$ cat config.mk
export PLATFORM = sky130hd
export DESIGN_NAME = mem_wb_stage
export DESIGN_NICKNAME = d
export VERILOG_FILES = /design/src/rtl/riscv_pkg.sv /design/src/rtl/lsu_align.sv /design/src/rtl/mem_wb_stage.sv
export SDC_FILE = /design/constraint.sdc
export NUM_CORES = 1
export LEC_CHECK = 0
export BUFFER_PORTS_ARGS = -buffer_cell sky130_fd_sc_hd__buf_2
export CAP_MARGIN = 10
export CORE_AREA = 2 2 146 148
export DETAILED_ROUTE_END_ITERATION = 8
export DIE_AREA = 0 0 148 150
export PLACE_DENSITY = 0.7
export SYNTH_ARGS = -nofsm -noshare
export SYNTH_HDL_FRONTEND = slang
export SYNTH_SLANG_ARGS = --single-unit
$ cat constraint.sdc
create_clock -name clk -period 5.11 [get_ports clk]
set_input_delay 0.7665 -clock clk [delete_from_list [all_inputs] [get_ports clk]]
set_output_delay 0.7665 -clock clk [all_outputs]
set_load 0.02 [all_outputs]
$ cat src/rtl/riscv_pkg.sv
// Shared RV32 encodings for the memory/write-back stage: ResultSrc selects,
// load/store funct3 codes and the memory-access FSM states.
package riscv_pkg;

  localparam logic [1:0] RES_ALU  = 2'b00;
  localparam logic [1:0] RES_LOAD = 2'b01;
  localparam logic [1:0] RES_PC4  = 2'b10;

  // Stores share the low three codes with the signed loads.
  localparam logic [2:0] F3_B  = 3'b000;
  localparam logic [2:0] F3_H  = 3'b001;
  localparam logic [2:0] F3_W  = 3'b010;
  localparam logic [2:0] F3_BU = 3'b100;
  localparam logic [2:0] F3_HU = 3'b101;

  typedef enum logic {
    S_IDLE = 1'b0,
    S_WAIT = 1'b1
  } mem_state_t;

endpackage

$ cat src/rtl/lsu_align.sv
// Combinational lane steering: store byte enables/replication, load extension
// and (when MEM_MISALIGN_CHECK_EN is defined) misalignment detection.
module lsu_align
  import riscv_pkg::*;
(
  input  logic [2:0]  funct3,
  input  logic [1:0]  addr_lo,
  input  logic [31:0] store_data,
  input  logic [31:0] load_word,
  output logic [3:0]  store_be,
  output logic [31:0] store_wdata,
  output logic [31:0] load_data,
  output logic        misaligned
);

  logic [7:0]  load_byte;
  logic [15:0] load_half;

  // NOTE: every output of a combinational block gets a default first so that
  // no path leaves it unassigned, which would otherwise infer a latch.
  always_comb begin
    store_be    = 4'b1111;
    store_wdata = store_data;
    case (funct3)
      F3_B: begin
        store_be    = 4'b0001 << addr_lo;
        store_wdata = {4{store_data[7:0]}};
      end
      F3_H: begin
        store_be    = addr_lo[1] ? 4'b1100 : 4'b0011;
        store_wdata = {2{store_data[15:0]}};
      end
      default: ;
    endcase
  end

  always_comb begin
    case (addr_lo)
      2'd0:    load_byte = load_word[7:0];
      2'd1:    load_byte = load_word[15:8];
      2'd2:    load_byte = load_word[23:16];
      default: load_byte = load_word[31:24];
    endcase
    load_half = addr_lo[1] ? load_word[31:16] : load_word[15:0];
  end

  // Unlisted funct3 codes fall through to a plain word access.
  always_comb begin
    case (funct3)
      F3_B:    load_data = {{24{load_byte[7]}}, load_byte};
      F3_H:    load_data = {{16{load_half[15]}}, load_half};
      F3_BU:   load_data = {24'h0, load_byte};
      F3_HU:   load_data = {16'h0, load_half};
      default: load_data = load_word;
    endcase
  end

`ifdef MEM_MISALIGN_CHECK_EN
  always_comb begin
    case (funct3)
      F3_B, F3_BU: misaligned = 1'b0;
      F3_H, F3_HU: misaligned = addr_lo[0];
      default:     misaligned = (addr_lo != 2'b00);
    endcase
  end
`else
  assign misaligned = 1'b0;
`endif

endmodule

$ cat src/rtl/mem_wb_stage.sv
// MEM stage data-memory handshake plus MEM/WB pipeline register. Optional
// misaligned-access trapping is enabled with MEM_MISALIGN_CHECK_EN.
module mem_wb_stage
  import riscv_pkg::*;
(
  input  logic        clk,
  input  logic        reset,
  input  logic [1:0]  ResultSrcM,
  input  logic        RegWriteM,
  input  logic        MemWriteM,
  input  logic [31:0] ALUResultM,
  input  logic [31:0] WriteDataM,
  input  logic [31:0] InstrM,
  input  logic [4:0]  RdM,
  input  logic [31:0] PCPlus4M,
  output logic        dmem_req,
  output logic        dmem_we,
  output logic [31:0] dmem_addr,
  output logic [31:0] dmem_wdata,
  output logic [3:0]  dmem_be,
  input  logic        dmem_ready,
  input  logic [31:0] dmem_rdata,
  output logic        StallM,
  output logic [1:0]  ResultSrcW,
  output logic        RegWriteW,
  output logic [31:0] ALUResultW,
  output logic [31:0] ReadDataW,
  output logic [4:0]  RdW,
  output logic [31:0] PCPlus4W,
  output logic [31:0] InstrW,
  output logic        MisalignW
);

  mem_state_t  state, state_next;
  logic        is_load, access, misaligned, mis_fault, complete;
  logic [3:0]  store_be;
  logic [31:0] store_wdata, load_data;

  assign is_load   = (ResultSrcM == RES_LOAD);
  assign access    = MemWriteM | is_load;
  assign mis_fault = access & misaligned;

  lsu_align u_lsu_align (
    .funct3      (InstrM[14:12]),
    .addr_lo     (ALUResultM[1:0]),
    .store_data  (WriteDataM),
    .load_word   (dmem_rdata),
    .store_be    (store_be),
    .store_wdata (store_wdata),
    .load_data   (load_data),
    .misaligned  (misaligned)
  );

  // Request fields come straight from EX/MEM, which StallM keeps frozen in WAIT.
  assign dmem_req   = !reset && ((state == S_IDLE && access && !mis_fault) || state == S_WAIT);
  assign dmem_we    = dmem_req & MemWriteM;
  assign dmem_addr  = {ALUResultM[31:2], 2'b00};
  assign dmem_wdata = store_wdata;
  assign dmem_be    = MemWriteM ? store_be : 4'b1111;
  assign StallM     = dmem_req & ~dmem_ready;
  assign complete   = (dmem_req & dmem_ready) | (state == S_IDLE && (!access || mis_fault));

  always_comb begin
    state_next = state;
    case (state)
      S_IDLE:  if (access && !mis_fault && !dmem_ready) state_next = S_WAIT;
      S_WAIT:  if (dmem_ready) state_next = S_IDLE;
      default: state_next = S_IDLE;
    endcase
  end

  // NOTE: clocked state uses non-blocking assignments so every register
  // samples pre-edge values regardless of statement order.
  always_ff @(posedge clk or posedge reset) begin
    if (reset) state <= S_IDLE;
    else       state <= state_next;
  end

  always_ff @(posedge clk or posedge reset) begin
    if (reset) begin
      ResultSrcW <= 2'b00;
      RegWriteW  <= 1'b0;
      ALUResultW <= 32'h0;
      ReadDataW  <= 32'h0;
      RdW        <= 5'd0;
      PCPlus4W   <= 32'h0;
      InstrW     <= 32'h0;
      MisalignW  <= 1'b0;
    end else if (complete) begin
      ResultSrcW <= ResultSrcM;
      RegWriteW  <= RegWriteM & ~mis_fault;
      ALUResultW <= ALUResultM;
      ReadDataW  <= is_load ? load_data : 32'h0;
      RdW        <= RdM;
      PCPlus4W   <= PCPlus4M;
      InstrW     <= InstrM;
      MisalignW  <= mis_fault;
    end else if (StallM) begin
      // Bubble: only the architecturally visible fields are cleared.
      RegWriteW  <= 1'b0;
      RdW        <= 5'd0;
      MisalignW  <= 1'b0;
    end
  end

endmodule

==> results.cfg, run 1 <==
[route]
dr.pass1.iters = 4
wl_per_cell_um = 17.1
ant_nets = 0
drtIter0Drc = 193
drc = 0
wl_um = 18500
via_count = 5110
vias_per_cell = 4.72

[run]
drv_cap = 0

[setup_path]
r2r_start = state
critPathKind = input pin to primary output
crit_arrival_ps = 2370
critPathCaptureType = primary output
r2r-end = ALUResultW[11]
worstSetupStartpoint = InstrM[13]
worstPathMaxFanout = 29
cp.required_ps = 4340
reg2reg_slack_ps = 3010
ff2ff_path_depth = 4
critPathLaunchType = input pin

[timing]
fmax_mhz = 319
post-route-min-period_ps = 3140
hold_viol = 0
setup_viol = 0
setup_ws_ps = 1970
worst_pin_slew_ps = 1180
rsz0062_at_grt = no
fin_crit_sh_pct = 61.4
fin_worst_skew_ps = 16.7
slew_viol_final = 0
relSlewSlack_pct = 21.2
tns_ps = 0

[yosys]
synth_top_area_share_pct = 54.9
yosys-top-cells-count = dfrtp_1, mux2_2, buf_4
yosysWarnings = 0
synthCells = 467
yosysSeqAreaShare_pct = 54.9
synth_edf_count = 0
post-synth-top-count-cell = dfrtp_1
netlist_area_um2 = 6240
async_reset_ff_share_pct = 100
syn_area_per_cell_um2 = 13.4
ys.flop_type = dfrtp_1
ys_ff_latch = 137
synthTopCellsByArea = dfrtp_1, mux2_2, buf_4, a221o_1, mux2i_1
yosysTopAreaCell = dfrtp_1
ys_types = 36

[place]
place_congestion = 0.828
placed_area_um2 = 8070
pre_cts_slack_ps = 1930
dp_hpwl_um = 14200
dp.cells = 1052
io_buffers = 376

[clock_network]
cts_buffer_depth = 2
cts_root_buffer = clkbuf_16
worst_skew_pair.late_latency_ps = 410
cts_tree = done
ctsResizeCount = 0
cts_sinks = 137
post-cts-setup-buffers = 0
htree_levels = 4
holdBufCountCts = 0
clk_pin_slew_ps = 70
numCtsBuffers = 17

[power_and_ir_drop]
p_leak_uw = 0.00442
pwr-share-seq_pct = 36.5
sw_frac_of_total_pct = 28.8
p_sw_uw = 1010
pwr-share-clk_pct = 41.4
power_frac_comb_pct = 22.1
intPower_uw = 2510
p_total_uw = 3520
p_per_area_nw_per_um2 = 402
vdd_drop_max_mv = 0.200

[worst_hold_path]
hp-class = input pin to asynchronous set/reset pin

[global_route]
antenna_found_initial = 0
grt_pass1_vias = 4861
grt_use_total_pct = 15.9
overflow = 0
grt_max_degree = 87
grt_pass1_wl_um = 27000

[die]
ios = 380
num_rows = 53
die_w_um = 148
start_util_pct = 30.2
die_y_um = 150
coreArea_um2 = 20700
fp.dieArea_um2 = 22200

[cells_and_area]
final_cell_count_no_fill = 1083
insertedDiodeCount = 0
design_area_um2 = 8760
final_nets = 968
drive_above_1_share_pct = 66.2
area_growth_pct = 40.4

[outcome]
status = finished, final reports clean
[state kept, by name (all words and copies together), names as in the netlist]
signal      count
ALUResultW     32
InstrW         32
PCPlus4W       32
RdW             5
ReadDataW      32
RegWriteW       1
ResultSrcW      2
state           1
[cell families (layout without fill, tap and decap cells)]
kind of cell / Yosys count / after routing / share of synthesized area, %
mux: 130 / 130 / 23.3
simple gates: 43 / 43 / 3.47
buf+inv: 76 / 415 / 7.66
flops: 137 / 137 / 54.9
compound gates: 80 / 80 / 10.6
other cells: 1 / 3 / 0.0601
[power by group through the flow]
stage | clock (uW) | sequential [uW] | combinational (uW)
floorplan | 0 | 1480 | 321
global placement | 0 | 1300 | 779
detailed placement | 0 | 1300 | 787
CTS | 1500 | 1290 | 788
global route | 1550 | 1300 | 830
finish | 1460 | 1280 | 778
[stage by stage]
step | hold WS (ps) | utilization (%)
after floorplan | 487 | -
after global placement | 480 | 39.0
after detailed placement | 480 | 39.0
after CTS | 500 | 42.4
after global routing | 504 | 42.4
final | 489 | 42.4
[how the worst max path moves through the flow]
stage | end
final | dmem_wdata[21]
after global routing | dmem_wdata[21]
after global placement | ReadDataW[18]
after CTS | dmem_wdata[21]
after floorplan | RdW[0]
after detailed placement | ReadDataW[26]
[critical path: stages]
cell and delay [ps]:
buf_2 180, nor2_2 830, mux2_2 430, buf_2 160
[layout by cell type (no fill, tap or decap), drive strengths merged, types with 2 or more instances in the layout]
master	n
buf	380
dfrtp	137
mux2	114
nor2	23
a221o	22
clkbuf	18
mux2i	15
a22o	14
o22ai	9
inv	9
a21oi	8
a211oi	8
a2bb2oi	7
bufinv	7
nor2b	5
nor3	4
o21ai	3
o211ai	3
nand2	3
conb	3
nand2b	2
a221oi	2
o2bb2ai	2
nand3	2
[area by class of cell]
cell class	count	area (um2)
clock buffers	18	429
clock inverters	13	263
fillers	1964	11900
inverters	4	20.0
multi-input cells	256	2350
flip-flops and latches	137	3430
well taps	275	344
repair buffers	380	1920
[routing by layer]
layer	GRT usage, %	wire length, um	part of all wire, %
met5	0	0	0
met4	6.67	436	2.4
met3	4.24	1420	7.7
met2	27.3	9210	50
met1	18.9	7420	40
Note: power is estimated with default switching activity, not from simulation.
==> run 2: changes to the inputs <==
==> constraint.sdc (replaced) <==
create_clock -name clk -period 2.9 [get_ports clk]
set_input_delay 0.435 -clock clk [delete_from_list [all_inputs] [get_ports clk]]
set_output_delay 0.435 -clock clk [all_outputs]
set_load 0.02 [all_outputs]
==> run 2 against run 1 <==
Compared with the run above: critical path depth is the same; critical endpoint is now dmem_wdata[14]; clock power is 46% higher; total power rose by 64%; highest routed layer unchanged; largest cell class unchanged; setup slack worse by 1300 ps.
==> results.cfg, run 2 (same netlist as run 1, synthesis figures left out) <==
[setup_path]
critPathCaptureType = primary output
critPathLaunchType = input pin
crit_arrival_ps = 1830
cp.required_ps = 2470
ff2ff_path_depth = 4
worstPathMaxFanout = 16
reg2reg_slack_ps = 1180
r2r-end = ReadDataW[3]
critPathKind = input pin to primary output
r2r_start = state

[die]
coreArea_um2 = 20700
start_util_pct = 30.2
num_rows = 53
die_y_um = 150
ios = 380
die_w_um = 148
fp.dieArea_um2 = 22200

[global_route]
overflow = 0
grt_use_total_pct = 15.9
antenna_found_initial = 0
grt_max_degree = 138
grt_pass1_wl_um = 27100
grt_pass1_vias = 5027

[clock_network]
post-cts-setup-buffers = 0
holdBufCountCts = 0
ctsResizeCount = 0
cts_sinks = 137
cts_root_buffer = clkbuf_16
worst_skew_pair.late_latency_ps = 410
cts_tree = done
numCtsBuffers = 17
htree_levels = 4
clk_pin_slew_ps = 70
cts_buffer_depth = 2

[run]
drv_cap = 0

[cells_and_area]
final_cell_count_no_fill = 1091
final_nets = 975
nFillCells = 1996
multi_input_area_um2 = 2350
drive_above_1_share_pct = 66.7
insertedDiodeCount = 0
register_area_um2 = 3430
layout_common_cells = buf_2, dfrtp_1, mux2_2, a221o_1, nor2_1
design_area_um2 = 8710
final_common_cell = buf_2
area_growth_pct = 39.5

[route]
wl_um = 18500
dr.pass1.iters = 4
ant_nets = 0
drc = 0
via_count = 5045
wl_per_cell_um = 16.9
vias_per_cell = 4.62
drtIter0Drc = 211

[timing]
setup_viol = 0
rsz0062_at_grt = no
relSlewSlack_pct = 37.3
fin_worst_skew_ps = 8.94
slew_viol_final = 0
setup_ws_ps = 632
fin_crit_sh_pct = 78.2
hold_viol = 0
fmax_mhz = 441
tns_ps = 0
post-route-min-period_ps = 2270
worst_pin_slew_ps = 941

[power_and_ir_drop]
p_per_area_nw_per_um2 = 663
vdd_drop_max_mv = 0.330
p_total_uw = 5780
p_leak_uw = 0.00439

[outcome]
status = finished, final reports clean

[place]
io_buffers = 376
dp_hpwl_um = 14000
place_congestion = 0.796
dp.cells = 1059
pre_cts_slack_ps = 626
placed_area_um2 = 8130

[worst_hold_path]
hp-class = input pin to asynchronous set/reset pin
run 2: worst max-delay path by stage:
stage | slack [ps] | from | endpoint | cells past startpoint
global route | 560 | InstrM[12] | dmem_wdata[14] | 4
detailed placement | 630 | InstrM[12] | dmem_wdata[14] | 4
CTS | 620 | InstrM[12] | dmem_wdata[14] | 4
floorplan | -350 | reset | RdW[0] | 3
global placement | 670 | InstrM[12] | dmem_wdata[9] | 4
finish | 630 | InstrM[12] | dmem_wdata[14] | 4
run 2: worst max-delay path, stage by stage:
cell    delay (ps)
buf_2          210
nor3_2         610
mux2_2         410
buf_2          160
run 2: metrics by stage:
| step | hold WS [ps] | util, % |
|---|---|---|
| finish | 149 | 42.1 |
| global route | 226 | 42.1 |
| detailed placement | 478 | 39.3 |
| floorplan | 487 | - |
| CTS | 215 | 42.1 |
| global placement | 480 | 39.3 |
run 2: report_power, final:
part | total, uW | internal, uW | switching [uW]
registers | 2260 | 2150 | 112
clock network | 2130 | 1220 | 911
logic | 1380 | 563 | 814
total | 5780 | 3940 | 1840
run 2: metal layers:
metal  vias to the layer above  track usage [%]  wire, um
li1                       2346                -         -
met1                      2424             18.6      7220
met2                       255             28.3      9500
met3                        20             4.05      1410
met4                         0             5.57       330
met5                         -                0         0
run 2: layout make-up:
cell class	count	share of cell area (%)
well taps	275	3.95
repair buffers	387	22.8
flip-flops and latches	137	39.4
clock inverters	14	1.58
multi-input cells	256	27.0
inverters	4	0.215
clock buffers	18	5.04
==> run 3: changes to the inputs <==
==> constraint.sdc (replaced) <==
create_clock -name clk -period 2.1 [get_ports clk]
set_input_delay 0.315 -clock clk [delete_from_list [all_inputs] [get_ports clk]]
set_output_delay 0.315 -clock clk [all_outputs]
set_load 0.02 [all_outputs]
==> run 3 against run 2 <==
Compared with the run above: first-iteration DRC count shrank 33%; utilization grew 0.31 points; total power grew 39%; via count grew 1.3%; highest routed layer unchanged.
==> results.cfg, run 3 (same netlist as run 1, synthesis figures left out) <==
[die]
num_rows = 53
start_util_pct = 30.2
die_w_um = 148
ios = 380
die_y_um = 150
coreArea_um2 = 20700
fp.dieArea_um2 = 22200

[timing]
hold_viol = 0
setup_ws_ps = 313
worst_pin_slew_ps = 762
slew_viol_final = 0
fin_worst_skew_ps = 7.40
fin_crit_sh_pct = 85.1
relSlewSlack_pct = 49.2
post-route-min-period_ps = 1790
rsz0062_at_grt = no
fmax_mhz = 560
setup_viol = 0
whs_ps = 114
tns_ps = 0

[global_route]
antenna_found_initial = 0
grt_pass1_vias = 5064
grt_max_degree = 138
grt_use_total_pct = 15.7
overflow = 0
grt_pass1_wl_um = 27000

[setup_path]
path_buf_inv = 1
crit_arrival_ps = 1470
crit_chain = nor3_2, nor3_1, buf_2
worstPathMaxFanout = 6
crit_path_max_incr_delay_ps = 400
critPathKind = flop to primary output
r2r-end = ReadDataW[17]
r2r_start = state
critPathLaunchType = flop
reg2reg_slack_ps = 400
path_delay_family = simple AND/OR/NAND/NOR gates
ff2ff_path_depth = 4
cp.required_ps = 1780
critPathCaptureType = primary output
worstSetupStartpoint = state
critPathSlowestCell = nor3_2

[clock_network]
cts_root_buffer = clkbuf_16
numCtsBuffers = 17
clk_pin_slew_ps = 60
worst_skew_pair.late_latency_ps = 410
post-cts-setup-buffers = 0
cts_sinks = 137
cts_buffer_depth = 2
htree_levels = 4
ctsResizeCount = 0
cts_tree = done
holdBufCountCts = 0

[route]
ant_nets = 0
vias_per_cell = 4.67
via_count = 5113
dr.pass1.iters = 4
drc = 0
drtIter0Drc = 142
wl_per_cell_um = 16.7
wl_um = 18300

[cells_and_area]
insertedDiodeCount = 0
drive_above_1_share_pct = 66.7
layout_common_cells = buf_2, dfrtp_1, mux2_2, a221o_1, nor2_1
area_growth_pct = 40.6
final_util_pct = 42.4
final_common_cell = buf_2
final_nets = 978

[run]
drv_cap = 0

[place]
place_congestion = 0.776
dp_hpwl_um = 14000
pre_cts_slack_ps = 269
io_buffers = 376

[worst_hold_path]
hp-start = dmem_ready
hold_end = state
hp-class = input pin to flop
hold-path-cell-count = 2

[power_and_ir_drop]
p_per_area_nw_per_um2 = 915
vdd_drop_max_mv = 0.428
p_leak_uw = 0.00443

[outcome]
status = finished, final reports clean
run 3: worst max-delay path by stage:
stage                          end  slack [ps]  cells after the start
detailed placement      InstrW[31]         270                      6
finish                      StallM         310                      3
global placement    ALUResultW[22]         310                      6
CTS                         StallM         290                      3
global route                StallM         230                      3
floorplan                   RdW[0]       -1030                      3
run 3: layout make-up:
class | instances | area, um2
Fill cell | 1976 | 11900
Sequential cell | 137 | 3430
Multi-Input combinational cell | 256 | 2350
Timing Repair Buffer | 390 | 2040
Clock buffer | 18 | 429
Tap cell | 275 | 344
Clock inverter | 14 | 165
Inverter | 4 | 18.8
run 3: report_power, final:
part	leakage (uW)	total (uW)	internal, uW	switching, uW
logic	0.00247	1910	786	1130
registers	0.00167	3120	2970	153
clock network	0.000284	2990	1780	1210
run 3: layer usage:
layer | vias up | routed length (um) | track usage, %
met1 | 2462 | 6810 | 17.2
met2 | 256 | 9530 | 29.1
met3 | 29 | 1560 | 4.48
li1 | 2366 | - | -
met5 | - | 0 | 0
met4 | 0 | 399 | 5.62
run 3: stage by stage:
stage	std cells	area, um2	power (uW)
after floorplan	469	6250	4370
after global placement	1062	8180	5080
after global routing	1094	8780	8430
final	1094	8780	8030
after detailed placement	1062	8180	5110
after CTS	1094	8780	8160
